==> src/rtl/serial_bit_feeder.sv <==
// Parallel-to-serial feeder for single-bit sequence detectors: accepts a word on
// load/ready and presents it one bit per clock with per-bit valid, last and hold.
module serial_bit_feeder #(
    parameter int   WIDTH     = 8,
    parameter bit   MSB_FIRST = 1'b1,
    parameter logic IDLE_BIT  = 1'b0
) (
    input  logic             clk,
    input  logic             reset,
    input  logic [WIDTH-1:0] data_in,
    input  logic             load,
    output logic             ready,
    input  logic             hold,
    output logic             ser_out,
    output logic             ser_valid,
    output logic             last
);
    localparam int CW = $clog2(WIDTH);

    typedef enum logic {IDLE, SHIFT} state_t;

    state_t           state, state_nxt;
    logic [WIDTH-1:0] sreg, sreg_shifted;
    logic [CW-1:0]    cnt;
    logic             head, at_last, advance, accept;

    assign at_last = (cnt == CW'(WIDTH - 1));
    assign advance = (state == SHIFT) && !hold;
    assign accept  = load && ready;

    // Head bit and its successor depend only on the chosen bit order.
    generate
        if (MSB_FIRST) begin : g_msb
            assign head         = sreg[WIDTH-1];
            assign sreg_shifted = {sreg[WIDTH-2:0], 1'b0};
        end else begin : g_lsb
            assign head         = sreg[0];
            assign sreg_shifted = {1'b0, sreg[WIDTH-1:1]};
        end
    endgenerate

    always_ff @(posedge clk or negedge reset) begin
        if (!reset) state <= IDLE;
        else        state <= state_nxt;
    end

    always_comb begin
        state_nxt = state;
        case (state)
            IDLE:    if (accept) state_nxt = SHIFT;
            SHIFT:   if (advance && at_last && !accept) state_nxt = IDLE;
            default: state_nxt = IDLE;
        endcase
    end

    // Hold masks valid/last/ready but keeps the current bit on the line.
    always_comb begin
        ready     = 1'b1;
        ser_out   = IDLE_BIT;
        ser_valid = 1'b0;
        last      = 1'b0;
        if (state == SHIFT) begin
            ser_out   = head;
            ser_valid = !hold;
            last      = !hold && at_last;
            ready     = !hold && at_last;
        end
    end

    always_ff @(posedge clk or negedge reset) begin
        if (!reset) begin
            sreg <= '0;
            cnt  <= '0;
        end else if (accept) begin
            sreg <= data_in;
            cnt  <= '0;
        end else if (advance) begin
            sreg <= sreg_shifted;
            cnt  <= at_last ? '0 : cnt + 1'b1;
        end
    end

endmodule

==> config.mk <==
export PLATFORM = sky130hd
export DESIGN_NAME = serial_bit_feeder
export DESIGN_NICKNAME = d
export VERILOG_FILES = /design/src/rtl/serial_bit_feeder.sv
export SDC_FILE = /design/constraint.sdc
export NUM_CORES = 1
export LEC_CHECK = 0
export ABC_AREA = 1
export CAP_MARGIN = 20
export CORE_MARGIN = 3
export CORE_UTILIZATION = 43
export DETAILED_ROUTE_END_ITERATION = 12
export PLACE_DENSITY = 0.74
export RECOVER_POWER = 25
export SLEW_MARGIN = 20
export SYNTH_ARGS = -nofsm -noshare
export SYNTH_HDL_FRONTEND = slang
export SYNTH_SLANG_ARGS = --single-unit
==> constraint.sdc <==
create_clock -name clk -period 1.35 [get_ports clk]
set_clock_uncertainty 0.1 [all_clocks]
set_input_delay 0.27 -clock clk [delete_from_list [all_inputs] [get_ports clk]]
set_output_delay 0.27 -clock clk [all_outputs]
set_load 0.005 [all_outputs]
==> run summary, run 1 <==
outcome - complete, but fails checks
failing checks - setup timing
CP max stage delay - 0.39 ns
dpl ws - -0.4546 ns
most common cell after layout, fill and taps aside - nand2_1
chip height - 46.30 microns
Worst EP required - 0.98 ns
Clk pwr share - 19.0%
number of port buffers - 15
fin util - 75.07%
Final Max Slew Viols - 0
fill count - 116
sw frac - 35.77%
Total Wirelength - 1.976 mm
Synth Cell Area - 698.2 sq um
CP delay by family, top - flip-flops
final setup vio count - 16
Area Growth Syn to Fin - 52.15%
CTS tree - yes
crit path cell chain - ha_2 -> ha_4 -> nand2_4 -> nand2_4 -> buf_2
HP Class - reg -> reg
Rows - 13
CP arrival - 1.27 ns
IO Pins - 16
DRC - 0
met3 routed WL - 122 microns
Vias/cell - 5.194
Clock Tree Root - clkbuf_4
Pwr Density - 1402 nW/um^2
drt initial violations - 27
initial core utilization - 49.34%
share of cells above drive strength 1 - 31.78%
Cell Int Power - 956.7 uW
vias in the first global route - 679
wl on met1 - 785 microns
total CTS buffers - 3
clk_lat worst skew - 0.27 ns
wire per inst - 13.72 microns
global-route usage over all layers - 18.23%
commonest non-fill, non-tap cells in the layout - 35 x nand2_1, 14 x nand3_1, 13 x inv_1, 12 x dfrtp_1, 10 x clkdlybuf4s50_1
Static Leak - 0.0006116 uW
Overflow after GRT - 0
yosys warns - 0
worst path bufs/invs - 1
Yosys cell types - 12
Nets - 144
WL met2 - 1.032 mm
Pre-Repair DR Iteration Count - 4
Worst path most repeated cell - nand2_4
# hold bufs at CTS - 0
core box area - 1415 sq um
CP max-delay cell - dfrtp_1
# Max-Cap Violations - 0
Detail Placement HPWL - 1.072 mm
sequential share of power - 38.5%
initial antenna violation count - 0
crit share post-route - 121.6%
Reg clk slew, reported paths - 0.08 ns
part of the Yosys area used for sequential elements - 43.01%
crit end category - primary output
Sw Pwr - 532.7 uW
H-tree depth - 1
maximum VDD drop - 0.6799 mV
Crit Path Class - reg -> out
die area - 2143 sq um
Clock Path Buffers - 2
fin crit period - 1.642 ns
# clock sinks - 12
Avg Cell Area, Syn - 7.052 sq um
Worst slew margin - 54.99%
largest net degree at the start of global routing - 13
global placement routability congestion - 0.8173
combinational group share of total power - 42.5%
Tightest Pin Transition - 0.6752 ns
DIE WIDTH - 46.30 microns
Top Layer Used - met4
Post-Syn Instances - 99
Fin. Hold Viols - 0
worst-path maximum fanout - 3
CP Launch Type - register
fmax - 609.0 MHz
via count - 748
RSZ-0062 raised after global routing - true
# diodes - 0
final hold slack - 0.4077 ns
Setup WS post-layout - -0.2921 ns
Syn Nets - 113
first-pass GRT wire length - 2.718 mm
Post-DRT Antenna Nets - 0
Yosys reg bits - 12
timing repair:
action                     4_1_cts  5_1_grt
pin swaps                        2        5
resized for setup               19       21
cloned                           1        1
buffers inserted                 2        4
setup endpoints to repair       15       16
Yosys cell counts, drive strengths merged:
cell	instances	share of area [%]
inv	15	8.1
buf	5	5.7
nand3	16	11
ha	2	3.6
nand2	47	27
nor2	2	1.1
dfrtp	12	43
path summary, 6_finish.rpt:
check | from | to | slack [ns] | depth (start not counted)
worst min register to register | sreg[0] | sreg[0] | 0.41 | 2
worst max-delay path | cnt[0] | ready | -0.29 | 5
worst max register to register | cnt[0] | sreg[6] | -0.28 | 10
min in group asynchronous | reset | sreg[3] | 0.44 | 2
max in group asynchronous | reset | sreg[5] | 0.28 | 2
worst min-delay path | sreg[0] | sreg[0] | 0.41 | 2
kinds of logic after synthesis:
| family | after synthesis | synth area share, % |
|---|---|---|
| adders and majority gates | 2 | 3.584 |
| buffers and inverters | 20 | 13.80 |
| DFF | 12 | 43.01 |
| and+or+nand+nor | 65 | 39.61 |
registers in the layout, indices dropped and copies added, names as in the netlist:
name and flops:
sreg 8, cnt 3, state 1
worst register-to-register path: cells and delay by family (launching register included):
family                   cells  cell delay (ns)
adder cells (fa/ha/maj)      2             0.37
buffers and inverters        2             0.27
flip-flops                   1             0.39
AND/OR/NAND/NOR              6             0.38
routing by layer:
layer	vias to the layer above	global-route usage, %
li1	362	-
met1	344	19.80
met2	34	34.89
met3	8	2.344
met4	0	6.818
met5	-	0
per-stage QoR:
step	power [uW]	TNS, ns	cell area (sq um)	cells
floorplan	878.6	0	706.9	99
global placement	1036	-4.097	892.1	132
detailed placement	1069	-4.495	892.1	132
CTS	1382	-2.564	968.4	139
global route	1603	-4.233	1062	144
finish	1489	-3.486	1062	144
power groups by stage:
stage                     combinational (uW)  sequential (uW)  clock [uW]
after global routing                     712              591         299
after global placement                   477              559           0
final                                    633              574         282
after detailed placement                 502              567           0
after CTS                                531              564         287
after floorplan                          327              552           0
final cells by class:
type,count,area [sq um],area share [%]
Multi-Input combinational cell,69,400.4,37.69
Sequential cell,12,300.3,28.27
Timing Repair Buffer,29,250.2,23.56
Inverter,15,56.30,5.300
Clock buffer,4,36.28,3.416
Tap cell,15,18.77,1.767
No activity file was read; power rests on OpenSTA's default activity.
==> inputs of run 2 (changes only) <==
--- a/config.mk
+++ b/config.mk
@@ -7,7 +7,6 @@
 export LEC_CHECK = 0
 export ABC_AREA = 1
 export CAP_MARGIN = 20
-export CORE_MARGIN = 3
 export CORE_UTILIZATION = 43
 export DETAILED_ROUTE_END_ITERATION = 12
 export PLACE_DENSITY = 0.74
==> run summary, run 2 (synthesis results as in run 1) <==
Tightest Pin Transition - 0.7049 ns
CP Launch Type - register
Static Leak - 0.0006187 uW
global placement routability congestion - 0.7612
share of cells above drive strength 1 - 32.58%
Final Max Slew Viols - 0
CTS tree - yes
Fin. Hold Viols - 0
fill count - 113
fmax - 610.1 MHz
gr busiest metal - met2
met1 Use GR - 24.23%
final hold slack - 0.4143 ns
fin util - 74.67%
final setup vio count - 15
crit end category - primary output
maximum VDD drop - 0.8272 mV
CP max stage delay - 0.39 ns
worst-path maximum fanout - 3
total CTS buffers - 3
RSZ-0062 raised after global routing - true
Worst slew margin - 53.00%
most common cell after layout, fill and taps aside - nand2_1
DIE WIDTH - 42.30 microns
Area Growth Syn to Fin - 61.11%
clk_lat worst skew - 0.28 ns
Nets - 147
crit share post-route - 121.4%
outcome - complete, but fails checks
via count - 764
Pre-Repair DR Iteration Count - 4
crit path cell chain - ha_2 -> ha_4 -> nand2_4 -> nand2_4 -> buf_2
most flop-heavy register - sreg
chip height - 42.30 microns
Detail Placement HPWL - 995.8 microns
Worst EP required - 0.98 ns
DRC - 0
Reg clk slew, reported paths - 0.08 ns
# hold bufs at CTS - 0
initial core utilization - 46.35%
number of port buffers - 15
die area - 1789 sq um
largest net degree at the start of global routing - 14
dpl ws - -0.4340 ns
# diodes - 0
Total Wirelength - 1.814 mm
Vias/cell - 5.162
HP Class - reg -> reg
IO Pins - 16
global-route usage over all layers - 20.52%
Rows - 14
vias in the first global route - 671
Crit Path Class - reg -> out
CP max-delay cell - dfrtp_1
initial antenna violation count - 0
Placed Area - 885.9 sq um
fin crit period - 1.639 ns
Pwr Density - 1379 nW/um^2
CP delay by family, top - flip-flops
failing checks - setup timing
# clock sinks - 12
worst path bufs/invs - 1
Clock Tree Root - clkbuf_4
Overflow after GRT - 0
Post-DRT Antenna Nets - 0
commonest non-fill, non-tap cells in the layout - 37 x nand2_1, 15 x nand3_1, 12 x inv_1, 12 x dfrtp_1, 12 x buf_4
wire per inst - 12.26 microns
drt initial violations - 15
final instance area - 1125 sq um
CP arrival - 1.27 ns
# Max-Cap Violations - 0
biggest regs - sreg x8, cnt x3, state x1
Setup WS post-layout - -0.2890 ns
Worst path most repeated cell - nand2_4
core box area - 1506 sq um
max reg flops - 8
first-pass GRT wire length - 2.760 mm
met2 Usage GRT - 36.00%
Clock Path Buffers - 2
H-tree depth - 1
met3 usage - 3.017%
-- run 2: cell types whose count changed in the layout (fill, tap and decap cells not counted), moves of 2 or more --
cell,delta
nand2_4,-3
buf_6,-2
nand2_1,+2
nand2_8,+3
buf_4,+3
-- run 2: per-layer routing --
layer | share of wire, % | vias up
li1 | - | 369
met3 | 5.2 | 6
met2 | 51 | 34
met5 | 0 | -
met4 | 1.9 | 0
met1 | 42 | 355
-- run 2: power by group --
part | total, uW | internal [uW] | switching [uW]
sequential | 568 | 488 | 79.6
clock | 290 | 164 | 125
combinational | 694 | 352 | 342
total | 1550 | 1000 | 547
-- run 2: final timing paths --
kind                       startpoint       to  cells after the start  slack, ns
max                            cnt[1]    ready                      5      -0.29
min                           sreg[0]  sreg[0]                      2       0.41
max reg2reg                    cnt[1]  sreg[2]                     10      -0.28
min reg2reg                   sreg[0]  sreg[0]                      2       0.41
max in group asynchronous       reset   cnt[2]                      2       0.26
min in group asynchronous       reset  sreg[2]                      2       0.44
-- run 2: worst register-to-register path, delay by kind of cell, from the launching register on --
kind                       cells  cell delay [ns]
buffers and inverters          2             0.30
adders and majority gates      2             0.37
DFF                            1             0.39
and+or+nand+nor                6             0.36
-- run 2: final cells by class --
cell class / instances / area, sq um / share of cell area, %
well taps: 16 / 20.02 / 1.780
clock buffers: 4 / 36.28 / 3.226
inverters: 15 / 56.30 / 5.006
repair buffers: 31 / 286.5 / 25.47
flip-flops and latches: 12 / 300.3 / 26.70
multi-input cells: 70 / 425.4 / 37.82
-- run 2: through the flow --
step	total power [uW]	setup TNS, ns	instances
global placement	1034	-4.032	132
CTS	1509	-3.071	147
detailed placement	1061	-4.383	132
floorplan	878.6	0	99
global route	1651	-4.037	148
finish	1551	-3.217	148
-- run 2: timing repair --
action | in CTS | in global routing
endpoints found under the hold margin | 0 | 0
gates resized for setup | 27 | 11
setup endpoints to repair | 15 | 16
pin swaps | 6 | 3
setup buffers | 7 | 1
gates cloned | 4 | 0
